<file path="src/rtl/if_fetch.sv">
// Instruction-fetch stage: assembles one 32-bit instruction from four byte reads on the
// shared memory port and presents it with its PC to the IF/ID register.
module if_fetch #(
   parameter logic [31:0] RESET_PC = 32'h0000_0000
) (
   input  logic        clk,
   input  logic        rst,
   input  logic [5:0]  stall_sign,
   input  logic        branch_en,
   input  logic [31:0] branch_target,
   output logic        mem_req,
   output logic [31:0] mem_addr,
   input  logic        mem_gnt,
   input  logic [7:0]  mem_rdata,
   output logic        if_stall_req,
   output logic [31:0] if_pc,
   output logic [31:0] if_inst
);

   typedef enum logic [1:0] {
      IDLE  = 2'd0,
      ISSUE = 2'd1,
      WAIT  = 2'd2,
      DONE  = 2'd3
   } state_t;

   state_t      state_r;
   logic [31:0] pc_r;
   logic [1:0]  byte_cnt_r;
   logic [31:0] inst_buf_r;

   // IF/ID hold is applied by the pipeline register itself, not here.
   logic        stall_unused_s;
   assign stall_unused_s = ^stall_sign[5:1];

   // Fetch sequencer; outputs are registered alongside the state they describe.
   always_ff @(posedge clk or negedge rst) begin
      if (!rst) begin
         state_r      <= IDLE;
         pc_r         <= RESET_PC;
         byte_cnt_r   <= 2'd0;
         inst_buf_r   <= 32'h0000_0000;
         mem_req      <= 1'b0;
         mem_addr     <= RESET_PC;
         if_stall_req <= 1'b1;
         if_pc        <= RESET_PC;
         if_inst      <= 32'h0000_0000;
      end else if (branch_en) begin
         // Redirect wins over everything, including a grant or a returning byte.
         state_r      <= ISSUE;
         pc_r         <= branch_target;
         byte_cnt_r   <= 2'd0;
         mem_req      <= 1'b1;
         mem_addr     <= branch_target;
         if_stall_req <= 1'b1;
         if_pc        <= branch_target;
         if_inst      <= 32'h0000_0000;
      end else begin
         case (state_r)
            IDLE: begin
               state_r  <= ISSUE;
               mem_req  <= 1'b1;
               mem_addr <= pc_r + {30'd0, byte_cnt_r};
            end
            ISSUE: begin
               if (mem_gnt) begin
                  state_r <= WAIT;
                  mem_req <= 1'b0;
               end else begin
                  state_r <= ISSUE;
               end
            end
            WAIT: begin
               inst_buf_r[{byte_cnt_r, 3'b000} +: 8] <= mem_rdata;
               if (byte_cnt_r == 2'd3) begin
                  state_r      <= DONE;
                  byte_cnt_r   <= 2'd0;
                  if_inst      <= {mem_rdata, inst_buf_r[23:0]};
                  if_pc        <= pc_r;
                  if_stall_req <= 1'b0;
               end else begin
                  state_r    <= ISSUE;
                  byte_cnt_r <= byte_cnt_r + 2'd1;
                  mem_req    <= 1'b1;
                  mem_addr   <= pc_r + {30'd0, byte_cnt_r + 2'd1};
               end
            end
            DONE: begin
               if (!stall_sign[0]) begin
                  state_r      <= ISSUE;
                  pc_r         <= pc_r + 32'd4;
                  mem_req      <= 1'b1;
                  mem_addr     <= pc_r + 32'd4;
                  if_pc        <= pc_r + 32'd4;
                  if_inst      <= 32'h0000_0000;
                  if_stall_req <= 1'b1;
               end else begin
                  state_r <= DONE;
               end
            end
            default: begin
               state_r      <= IDLE;
               byte_cnt_r   <= 2'd0;
               mem_req      <= 1'b0;
               if_stall_req <= 1'b1;
               if_inst      <= 32'h0000_0000;
            end
         endcase
      end
   end

endmodule
</file>
<file path="config.mk">
export PLATFORM = sky130hd
export DESIGN_NAME = if_fetch
export DESIGN_NICKNAME = d
export VERILOG_FILES = /design/src/rtl/if_fetch.sv
export SDC_FILE = /design/constraint.sdc
export NUM_CORES = 1
export LEC_CHECK = 0
export CORE_MARGIN = 2
export CORE_UTILIZATION = 44
export CTS_BUF_LIST = sky130_fd_sc_hd__clkbuf_16
export CTS_CLUSTER_SIZE = 16
export DETAILED_ROUTE_END_ITERATION = 8
export PLACE_DENSITY = 0.82
export SETUP_SLACK_MARGIN = 0.15
export SYNTH_ARGS = -nofsm -noshare
export SYNTH_HDL_FRONTEND = slang
export SYNTH_SLANG_ARGS = --single-unit
export TNS_END_PERCENT = 30
</file>
<file path="constraint.sdc">
create_clock -name clk -period 2.66 [get_ports clk]
set_input_delay 0.266 -clock clk [delete_from_list [all_inputs] [get_ports clk]]
set_output_delay 0.266 -clock clk [all_outputs]
set_load 0.02 [all_outputs]
</file>
* Word level (Yosys, flattened, before mapping)
Index checks and enable logic that the tools add are counted.
** Word-level totals
- Register bits after elaboration :: 166
- Latch bits :: 0
- RAM bits :: 0
- Bits in read-only memories :: 0
- Bits of input ports :: 50
- Output and inout bits :: 98
- Word-level logic and storage cells :: 66
- Memories :: 0
** Operators by class
- Add/subtract/negate cells :: 5
- Multipliers :: 0
- Div/mod/pow operators :: 0
- $lt $le $gt $ge :: 0
- Equality and inequality tests :: 9
- Shift operators :: 2
- Mux-type cells :: 30
- Bitwise gates (word level) :: 1
- Reduce and logical (&&, ||, !) cells :: 10
** Operators by type and width (number)
- $mux 32 :: 10
- $pmux 32 s2 :: 2
- $pmux 32 s3 :: 1
- $add 32x2->32 :: 2
- $add 32x3->32 const B :: 1
- $bwmux 32 :: 1
- $shift 8x7->32 const A :: 1
- $shiftx 8x7->32 :: 1
- $mux 2 :: 7
- $ne 3x3->1 const B :: 4
- $reduce_and 3->1 :: 3
- $pmux 2 s4 :: 1
- $neg 5->7 :: 1
- $eq 2x2->1 const B :: 3
- $mux 1 :: 6
- $pmux 1 s4 :: 1
- $reduce_and 2->1 :: 2
- $reduce_bool 2->1 :: 2
- $reduce_bool 4->1 :: 1
- $reduce_bool 3->1 :: 1
- $add 2x1->2 const B :: 1
- $eq 2x1->1 const B :: 1
- $logic_not 2->1 :: 1
- $ne 2x1->1 const B :: 1
- 2 further kinds :: 2

* Depth between registers and ports, before layout
- Depth after elaboration :: 5
- Mapped depth :: 11
- Gate-level depth less buffers :: 9

* Worst setup path after synthesis
Ideal clock, no wire load.
- Path kind :: register -> register
- Start point :: register byte_cnt_r[0]
- End point :: register mem_addr[18]
- Setup time :: 0.126 ns
- Arrival time :: 2.790 ns
- Data required time :: 2.534 ns
- Path slack :: -0.256 ns
- Cell stages (with the launch flop) :: 11
- Path buffers :: 2
- Period minus slack after synthesis :: 2.916 ns
- Path through :: dfrtp_1 -> clkbuf_1 -> inv_1 -> ha_1 -> mux2_2 -> fa_1 -> a21oi_1 -> clkbuf_1 -> nor4_1 -> xor2_1 -> a221o_1
** Between the ends
- Cells in the longest elaborated chain, start to end :: 5
- Elaborated cells between the ends (all ways) :: 9
- Those cells by class :: add/sub: 3; eq/ne: 2; mux: 3; reduce/logical: 1
** RTL lines
- start: declaration :: line 29 : logic [1:0] byte_cnt_r;
- start signal: assignment :: line 83 : byte_cnt_r <= byte_cnt_r + 2'd1;
- $add 2x1->2 :: line 85 : mem_addr <= pc_r + {30'd0, byte_cnt_r + 2'd1};
- $add 32x2->32 :: line 85
- $mux 32 :: line 75 : if (byte_cnt_r == 2'd3) begin
- $pmux 32 s3 :: line 59 : case (state_r)
- $mux 32 :: line 48 : end else if (branch_en) begin
- end signal: assignment :: line 54 : mem_addr <= branch_target;
- end signal: assignment :: line 63 : mem_addr <= pc_r + {30'd0, byte_cnt_r};
- end signal: assignment :: line 85
- end: declaration :: line 12 : output logic [31:0] mem_addr,
Parallel ways exist; a longest one is shown, timed or not. The select of a mux whose other input is x is not followed.
A chain may end at the register's enable or synchronous reset.

* Worst setup path in the final report
- Start point :: register state_r[0]
- End point :: register mem_addr[28]
** Between the ends
- Cells in the longest elaborated chain, start to end :: 3
- Elaborated cells between the ends (all ways) :: 9
- Those cells by class :: eq/ne: 4; mux: 2; reduce/logical: 3
** RTL lines
- start: declaration :: line 27 : state_t state_r;
- start signal: assignment :: line 39 : state_r <= IDLE;
- start signal: assignment :: line 50 : state_r <= ISSUE;
- start signal: assignment :: line 61 : state_r <= ISSUE;
- $eq 2x2->1 or $logic_not 2->1 (tied branches) :: line 59
- $ne 3x3->1 (no source line), or another cell as far along
- $reduce_and 3->1 (no source line) or $mux 32 (tied branches)
Parallel ways exist; a longest one is shown, timed or not.

==> run metrics <==
IO Pins approximately 150; Pins Over Slew Limit 0; average wire per standard cell between 15 and 20 µm; initial drt markers roughly 890; antenna violations before repair 0; syn nets 1047; ys flop type dfrtp_1; H-tree depth 4; CTS Buf Count 17; Reg clk slew, reported paths 0.07 ns; post-synth cell types 52; Hold WS ~0.32 ns; net count reported at finish roughly 1200; met2 WL post-DR between 10000 and 15000 µm; via count roughly 8000; Pre-antenna DRT Iters 7; Die Span X ~140 µm; Worst EP required slightly below 3 ns; core area ~19000 µm²; RSZ-0062 raised after global routing yes; Tmin final between 2 and 3 ns; storage element area between 3000 and 4000 µm²; die area between 20000 and 25000 µm²; commonest non-fill, non-tap cell in the layout nand2_1; worst-margin pin slew just over 0.8 ns; Initial Utilization approximately 45%; Final Cell Area ~11000 µm²; Slew headroom a little under half; CTS root buf clkbuf_16; most frequent cells in the layout nand2_1 (184), dfrtp_1 (157), clkdlybuf4s50_1 (140); area of the multi-input gates 4242 µm²; routed wl met3 around 2100 µm; Max Freq 399.9 MHz; height of the die ~140 µm; largest net degree at the start of global routing 88; post-synthesis sequential area ratio between 40% and 50%; post-route clock period utilization a little over nine tenths; ys async rst share 100.0%; FF-to-FF setup slack around 0.16 ns; total chip power between 7000 and 8000 µW; Yosys reg bits approximately 160; syn_area_per_cell roughly 8.6 µm²; highest routed metal layer met4; crit path max-delay cell type or4_4; row count 50; DP HPWL 17330 µm; area of the mapped netlist around 8500 µm²; Routed Antenna Nets 0; maximum vdd drop 495.2 µV; # fillers about 1600; gp weighted congestion between 0.9 and 1; EDFF count, synth 0; setup TNS 0 ns; CTS sink count roughly 160; cells after synthesis just under 1000; Layout Skew 0.01123 ns; Yosys warning count 0; Worst Setup Start Kind flop; Port Buffer Count 142; share of cells above drive strength 1 10.85%; status finished, final reports clean; Tot GR Track Use 24.70%; Pwr Density ~640 nW/µm²; worst skew pair latency between 0.4 and 0.5 ns; grt total ovfl 0; Max Cap Violations 0; Area after DPL a little over 10000 µm²; first-pass GRT wire length 39450 µm; Setup Crit Path Kind flop to flop; final setup fails 0; diode count 0; Min-Delay Path Class input port to flop; crit path cell chain nand2b_4, xnor2_2, ha_2, fa_2, inv_2, or4_4, o31a_1, o21ai_1, a31oi_1; Area Overhead vs Synth 30.02%; vias per cell slightly below 6; Routed WL 24940 µm; number of global-route vias before repair between 7000 and 8000; Setup crit end kind flop; Critical Path AT 2.80 ns; final hold vios 0; slowest stage delay, CP between 0.5 and 0.6 ns; crit-path max FO 5; worst-case clock buffer depth 2; Pleak between 0.004 and 0.005 µW; met1 WL ~10000 µm; CTS tree yes; drt drc 0
-- metal layers --
| layer | vias up | global-route usage [%] |
|---|---|---|
| met3 | 70 | 4.762 |
| met5 | - | 0 |
| met4 | 0 | 9.849 |
| met2 | 426 | 38.28 |
| li1 | 3727 | - |
| met1 | 3807 | 34.30 |
-- cell usage after synthesis, drive strengths merged (3+ instances only) --
cell type | number | area, µm²
a211oi | 3 | 22.52
a21boi | 10 | 75.07
a21o | 6 | 45.04
a21oi | 58 | 290.3
a31oi | 13 | 81.33
and2 | 5 | 31.28
and3 | 8 | 50.05
and4 | 5 | 43.79
buf | 24 | 122.6
clkbuf | 63 | 239.0
dfrtp | 157 | 3929
ha | 8 | 100.1
inv | 8 | 30.03
mux2 | 5 | 56.30
mux2i | 3 | 30.03
nand2 | 184 | 690.7
nand2b | 13 | 81.33
nand3 | 27 | 135.1
nand4 | 15 | 108.9
nor2 | 63 | 236.5
nor3 | 35 | 175.2
nor3b | 6 | 45.04
nor4 | 31 | 193.9
o21a | 3 | 22.52
o21ai | 110 | 550.5
o22ai | 3 | 18.77
o31a | 10 | 87.58
o31ai | 13 | 97.59
or3 | 7 | 43.79
or4 | 5 | 41.29
xnor2 | 45 | 394.1
xor2 | 21 | 183.9
-- cell type report --
cell class | instances | share of cell area, %
Clock buffer | 17 | 3.865
Clock inverter | 15 | 1.580
Inverter | 8 | 0.2728
Multi-Input combinational cell | 735 | 38.54
Sequential cell | 158 | 35.93
Tap cell | 234 | 2.660
Timing Repair Buffer | 201 | 17.15
-- critical path: cells and delay by family (launching register included) --
family                     cells  cell delay, ns
AOI/OAI and AO/OA              3            0.48
xor gates and xnor gates       1            0.19
adders and majority gates      2            0.54
buffers and inverters          1            0.07
DFF                            1            0.38
and+or+nand+nor                2            0.71
-- state kept, by name, indices dropped and copies added, names as in the netlist --
name	count
if_stall_req	1
state_r	2
byte_cnt_r	2
pc_r	32
inst_buf_r	24
if_pc	32
mem_req	1
mem_addr	32
if_inst	32
-- timing repair --
item	in CTS	in global routing
setup endpoints to repair	10	22
hold buffers	1	0
hold endpoints to repair	53	0
buffers inserted	3	3
pin swaps	2	4
resized for setup	6	9
-- worst paths after layout --
path,startpoint,endpoint,cells after the start
setup / recovery,state_r[0],mem_addr[28],9
hold / removal,branch_en,pc_r[18],3
setup reg to reg,state_r[0],mem_addr[28],9
hold reg to reg,mem_addr[12],mem_addr[12],2
max in group asynchronous,rst,if_pc[11],3
min in group asynchronous,rst,if_inst[25],2
-- metrics by stage --
stage,worst slack (ns),util [%],cells
floorplan,0.1438,-,988
global placement,0.08714,54.77,1329
detailed placement,0.03394,54.77,1329
CTS,0.1428,58.27,1365
global route,0.06583,58.65,1368
finish,0.1594,58.65,1368
-- logic make-up after synthesis --
family / count (synthesis) / synth area share [%]
buffers and inverters: 95 / 4.626
AOI/OAI and AO/OA: 241 / 16.60
adders and majority gates: 9 / 1.419
xor gates and xnor gates: 66 / 6.828
and+or+nand+nor: 411 / 22.79
DFF: 158 / 46.72
muxes: 8 / 1.020
-- power by group --
part | total (µW) | switching, µW | internal (µW) | leakage [µW]
sequential | 2910 | 239 | 2670 | 0.00195
combinational | 1620 | 912 | 708 | 0.00213
clock | 2490 | 1080 | 1410 | 0.000293
Power figures use the tool's default switching activity.
